File: config.mk
export PLATFORM = sky130hd
export DESIGN_NAME = chi_txreq_arb
export DESIGN_NICKNAME = d
export VERILOG_FILES = /design/src/rtl/chi_txreq_arb.sv
export SDC_FILE = /design/constraint.sdc
export NUM_CORES = 1
export LEC_CHECK = 0
export ABC_AREA = 1
export BUFFER_PORTS_ARGS = -buffer_cell sky130_fd_sc_hd__buf_2
export CAP_MARGIN = 10
export CELL_PAD_IN_SITES_DETAIL_PLACEMENT = 1
export CELL_PAD_IN_SITES_GLOBAL_PLACEMENT = 2
export CORE_MARGIN = 5
export CORE_UTILIZATION = 22
export CTS_CLUSTER_DIAMETER = 200
export DETAILED_ROUTE_END_ITERATION = 7
export HOLD_SLACK_MARGIN = 0.02
export PLACE_DENSITY_LB_ADDON = 0.1
export RECOVER_POWER = 50
export SYNTH_ARGS = -nofsm -noshare
export SYNTH_HDL_FRONTEND = slang
export SYNTH_SLANG_ARGS = --single-unit
File: constraint.sdc
create_clock -name clk -period 5.3 [get_ports clk]
set_clock_uncertainty 0.2 [all_clocks]
set_input_delay 0.795 -clock clk [delete_from_list [all_inputs] [get_ports clk]]
set_output_delay 0.795 -clock clk [all_outputs]
set_load 0.02 [all_outputs]
File: src/rtl/chi_txreq_arb.sv
// CHI TXREQ channel arbiter: round-robin grant across entry trackers, L-credit
// accounting, TX link activation FSM and credit return on deactivation.
module chi_txreq_arb #(
    parameter int NUM_ENTRIES = 4,
    parameter int MAX_CREDITS = 15,
    parameter int ADDR_W      = 48
) (
    input  logic                          clk,
    input  logic                          reset,
    input  logic                          link_en,
    input  logic [NUM_ENTRIES-1:0]        req_valid,
    output logic [NUM_ENTRIES-1:0]        req_ready,
    input  logic [NUM_ENTRIES*7-1:0]      req_opcode,
    input  logic [NUM_ENTRIES*ADDR_W-1:0] req_addr,
    output logic                          txreq_flitpend,
    output logic                          txreq_flitv,
    output logic [12+7+ADDR_W-1:0]        txreq_flit,
    input  logic                          txreq_lcrdv,
    output logic                          txlinkactivereq,
    input  logic                          txlinkactiveack,
    output logic [3:0]                    credit_cnt,
    output logic                          credit_ovf
);
    localparam int IDX_W = (NUM_ENTRIES > 1) ? $clog2(NUM_ENTRIES) : 1;

    localparam logic [1:0] ST_STOP     = 2'd0;
    localparam logic [1:0] ST_ACTIVATE = 2'd1;
    localparam logic [1:0] ST_RUN      = 2'd2;
    localparam logic [1:0] ST_DEACT    = 2'd3;

    localparam logic [3:0] CRD_MAX = 4'(MAX_CREDITS);

    typedef struct packed {
        logic [11:0]       txnid;
        logic [6:0]        opcode;
        logic [ADDR_W-1:0] addr;
    } flit_t;

    logic [1:0]       state, state_nxt;
    logic [3:0]       cnt, cnt_nxt;
    logic [IDX_W-1:0] rr_ptr;
    logic             ovf;
    logic             flitv_q;
    flit_t            flit_q, flit_nxt;
    logic             areq_q;

    logic [NUM_ENTRIES-1:0][6:0]        opc_arr;
    logic [NUM_ENTRIES-1:0][ADDR_W-1:0] addr_arr;

    logic [IDX_W-1:0]       scan_idx, grant_idx;
    logic                   found;
    logic                   run_issue, ret_issue, issue;
    logic                   lcrd_acc, ovf_hit;
    logic [NUM_ENTRIES-1:0] grant_oh;

    for (genvar i = 0; i < NUM_ENTRIES; i++) begin : g_unpack
        assign opc_arr[i]  = req_opcode[7*i +: 7];
        assign addr_arr[i] = req_addr[ADDR_W*i +: ADDR_W];
    end

    // Scan starts at rr_ptr; index arithmetic wraps because NUM_ENTRIES is 2^n.
    always_comb begin
        found     = 1'b0;
        grant_idx = '0;
        scan_idx  = '0;
        for (int k = 0; k < NUM_ENTRIES; k++) begin
            scan_idx = rr_ptr + IDX_W'(k);
            if (!found && req_valid[scan_idx]) begin
                found     = 1'b1;
                grant_idx = scan_idx;
            end
        end
    end

    assign run_issue = (state == ST_RUN) && (cnt != 4'd0) && found;
    assign ret_issue = (state == ST_DEACT) && (cnt != 4'd0);
    assign issue     = run_issue || ret_issue;

    always_comb begin
        grant_oh            = '0;
        grant_oh[grant_idx] = run_issue;
    end

    assign req_ready      = grant_oh;
    assign txreq_flitpend = issue;

    assign lcrd_acc = txreq_lcrdv && (state != ST_STOP);
    assign ovf_hit  = lcrd_acc && !issue && (cnt == CRD_MAX);

    always_comb begin
        cnt_nxt = cnt;
        case ({issue, lcrd_acc})
            2'b10:   cnt_nxt = cnt - 4'd1;
            2'b01:   cnt_nxt = ovf_hit ? cnt : cnt + 4'd1;
            default: cnt_nxt = cnt;
        endcase
    end

    // Credit-return flits are all-zero: opcode ReqLCrdReturn, txnid 0, addr 0.
    always_comb begin
        flit_nxt = '0;
        if (run_issue) begin
            flit_nxt.txnid  = 12'(grant_idx);
            flit_nxt.opcode = opc_arr[grant_idx];
            flit_nxt.addr   = addr_arr[grant_idx];
        end
    end

    always_comb begin
        state_nxt = state;
        case (state)
            ST_STOP:     if (link_en)         state_nxt = ST_ACTIVATE;
            ST_ACTIVATE: if (txlinkactiveack) state_nxt = ST_RUN;
            ST_RUN:      if (!link_en)        state_nxt = ST_DEACT;
            ST_DEACT:    if (cnt == 4'd0 && !txlinkactiveack) state_nxt = ST_STOP;
            default:     state_nxt = ST_STOP;
        endcase
    end

    always_ff @(posedge clk) begin
        if (reset) begin
            state   <= ST_STOP;
            cnt     <= 4'd0;
            rr_ptr  <= '0;
            ovf     <= 1'b0;
            flitv_q <= 1'b0;
            flit_q  <= '0;
            areq_q  <= 1'b0;
        end else begin
            state   <= state_nxt;
            cnt     <= cnt_nxt;
            ovf     <= ovf | ovf_hit;
            flitv_q <= issue;
            areq_q  <= (state_nxt == ST_ACTIVATE) || (state_nxt == ST_RUN);
            if (run_issue) rr_ptr <= grant_idx + IDX_W'(1);
            if (issue)     flit_q <= flit_nxt;
        end
    end

    assign txreq_flitv     = flitv_q;
    assign txreq_flit      = flit_q;
    assign txlinkactivereq = areq_q;
    assign credit_cnt      = cnt;
    assign credit_ovf      = ovf;
endmodule
==> impl_metrics.json <==
{
  "p_total_mw": 1.93,
  "slowest_delay_ns": 0.59,
  "dr_total_vias": 6706,
  "crit_fanout": 49,
  "htreeDepth": 3,
  "die-height_um": 170,
  "synthCells": 1045,
  "synthTopCellsByCount": "nand2_1, inv_1, nand3_1, dfxtp_1, nor2_1",
  "grt.overflow.total": 0,
  "final_nets": 1546,
  "cts_buffers": 9,
  "post_cts_resized": 0,
  "clock_power_share_pct": 36.1,
  "crit_chain": "inv_2 > nand2_1 > nand2_1 > nand2_1 > nand2_1 > a21oi_1 > nand2_2 > nand2_4 > clkinv_2 > ha_1 > inv_1 > nor2_1 > buf_2",
  "drtIter0Drc": 255,
  "num_io_pins": 308,
  "synth_flop_cell": "dfxtp_1",
  "placementRows": 58,
  "initial_core_util_pct": 22.4,
  "yosys_warnings": 0,
  "hold_buffers": 0,
  "path_buf_inv": 4,
  "die_area_um2": 29000,
  "cellLeakagePower_nw": 4.78,
  "firstDrtPassIters": 6,
  "rsz0062_at_grt": "no",
  "synth_seq_area_share_pct": 24.1,
  "ys_types": 32,
  "globalplace.congestion": 0.756,
  "combPwrFrac_pct": 34.7,
  "seqPwrFrac_pct": 29.2,
  "grt_pass1_wl_mm": 36.7,
  "clock-sinks": 68,
  "ir_worst_vdd_mv": 0.129,
  "cts_buffer_depth": 2,
  "p_per_area_nw_per_um2": 258,
  "avgSynthCellArea_um2": 5.41,
  "fin_hold_ws_ns": 0.264,
  "p_int_mw": 1.21,
  "relSlewSlack_pct": -30.2,
  "worst_pin_slew_ns": 1.95,
  "dpl.hpwl_mm": 18.1,
  "post-cts-setup-buffers": 0,
  "die_w_um": 170,
  "worst-setup-path-type": "reg -> out",
  "clk_latency_ns": 0.34,
  "crit_family": "simple AND/OR/NAND/NOR gates",
  "async_flop_share_pct": 0,
  "cpMaxStageDelayCell": "dfxtp_1",
  "vias_per_cell": 4.08,
  "antenna_found_initial": 3,
  "hp-class": "reg -> reg",
  "violations": "max-capacitance violations, max-slew violations",
  "switchingPower_mw": 0.722,
  "cp-end-kind": "output port",
  "post-route-period-util_pct": 77.2,
  "areaGrowthSynthToFinish_pct": 32.3,
  "wire_per_inst_um": 14.5,
  "synth_top_cell_by_area": "nand2_1",
  "cts.clk_slew.worst_paths_ns": 0.06,
  "antenna_left": 0,
  "grt_max_degree": 67,
  "synth_edf_count": 0,
  "setup_viol_count_final": 0,
  "cts_tree": "built",
  "diodes": 0,
  "slew_viol_final": 55,
  "crit_path_frequent_cell": "nand2_1",
  "synth.most_common_cell": "nand2_1",
  "numPortBuffers": 297,
  "drive_above_1_share_pct": 20.8,
  "max_freq_ghz": 0.244,
  "synth_top_area_share_pct": 24.3,
  "status": "finished, violations left",
  "synth_area_um2": 5660,
  "grt_usage_pct": 15.9,
  "ys_ff_latch": 68,
  "worstPathRequired_ns": 4.30,
  "start_kind": "flip-flop",
  "tns_ns": 0,
  "cts_root_buffer": "clkbuf_16",
  "max-cap-violations": 1,
  "hold_violations": 0,
  "drc": 0,
  "core_um2": 25300,
  "yosys-top-cells-area": "nand2_1, dfxtp_1, inv_1",
  "finalCriticalPeriod_ns": 4.09,
  "arrival_ns": 3.10,
  "switching_share_pct": 37.4,
  "grt_pass1_vias": 6902,
  "wl_mm": 23.8
}
registers in the layout, indices dropped and copies added, names as in the netlist:
signal           flops
credit_cnt           4
credit_ovf           1
rr_ptr               2
state                2
txlinkactivereq      1
txreq_flit          57
txreq_flitv          1
layout make-up:
type	count	area, um^2
flip-flops and latches	68	1360
well taps	330	413
multi-input cells	631	2800
inverters	295	1110
fillers	3464	17800
clock inverters	3	67.6
clock buffers	13	270
repair buffers	305	1470
power by group through the flow:
stage / Combinational (mW) / Clock (mW) / Sequential, mW
floorplan: 0.461 / 0 / 0.603
global placement: 0.698 / 0 / 0.574
CTS: 0.702 / 0.726 / 0.563
detailed placement: 0.696 / 0 / 0.575
finish: 0.670 / 0.697 / 0.563
global route: 0.777 / 0.748 / 0.568
cells by family (layout without fill, tap and decap cells):
kind of cell    after synthesis  after routing  synth area share [%]
compound gates               25             25                  2.46
xor+xnor                      1              1                 0.155
fa+ha+maj                     7              7                  1.68
buf+inv                     355            616                  27.1
flops                        68             68                  24.1
other cells                   1             10                0.0663
simple gates                588            588                  44.5
layout by cell type, fill, tap and decap left out:
master,count
clkbuf_16,9
xor2_1,1
nand2_4,2
nand3_2,3
nor3_1,2
fa_1,1
a21oi_1,13
conb_1,10
nand3b_1,2
clkinv_1,1
a311oi_1,1
clkbuf_8,3
dfxtp_1,68
nor2_1,23
a211oi_1,1
o311ai_0,1
buf_2,232
nor2_2,1
nor2_4,3
clkbuf_1,66
buf_4,8
nand2_1,366
nand2_2,4
o21a_1,1
o21ai_0,6
clkinvlp_4,1
nand3_1,179
nand4_1,3
a31oi_1,1
inv_2,4
ha_1,6
bufinv_16,2
clkinv_2,1
inv_1,289
o21ai_1,1
final timing paths:
path             startpoint             end  slack, ns  cells after the start
max               rr_ptr[0]    req_ready[1]       1.21                     13
min          txreq_flit[18]  txreq_flit[18]       0.26                      2
max reg2reg       rr_ptr[0]  txreq_flit[46]       1.68                     14
min reg2reg  txreq_flit[18]  txreq_flit[18]       0.26                      2
worst reg2reg max path, cell delays in order (launching register included):
cell and delay (ns):
dfxtp_1 0.59, inv_2 0.17, nand2_1 0.10, nand2_1 0.09, nand2_1 0.08, nand2_1 0.06
a21oi_1 0.17, nand2_2 0.27, nand2_4 0.54, buf_4 0.69, nand2_1 0.22, nand3_1 0.13
nand3_1 0.08, nand2_1 0.06, inv_1 0.06
stage by stage:
step	instances	util (%)	area [um^2]	worst slack, ns
3_5_place_dp	1629	28.6	7230	1.33
4_1_cts	1645	30.0	7560	1.12
5_1_grt	1645	29.6	7480	0.865
2_1_floorplan	1054	-	5690	2.06
3_3_place_gp	1629	28.6	7230	1.37
6_report	1645	29.6	7480	1.21
metal layers:
layer | GRT usage, % | share of wire [%]
met1 | 20.0 | 44
met5 | 0 | 0.16
met2 | 27.7 | 49
met3 | 3.88 | 6.3
met4 | 3.13 | 0.76
Power figures use the tool's default switching activity.
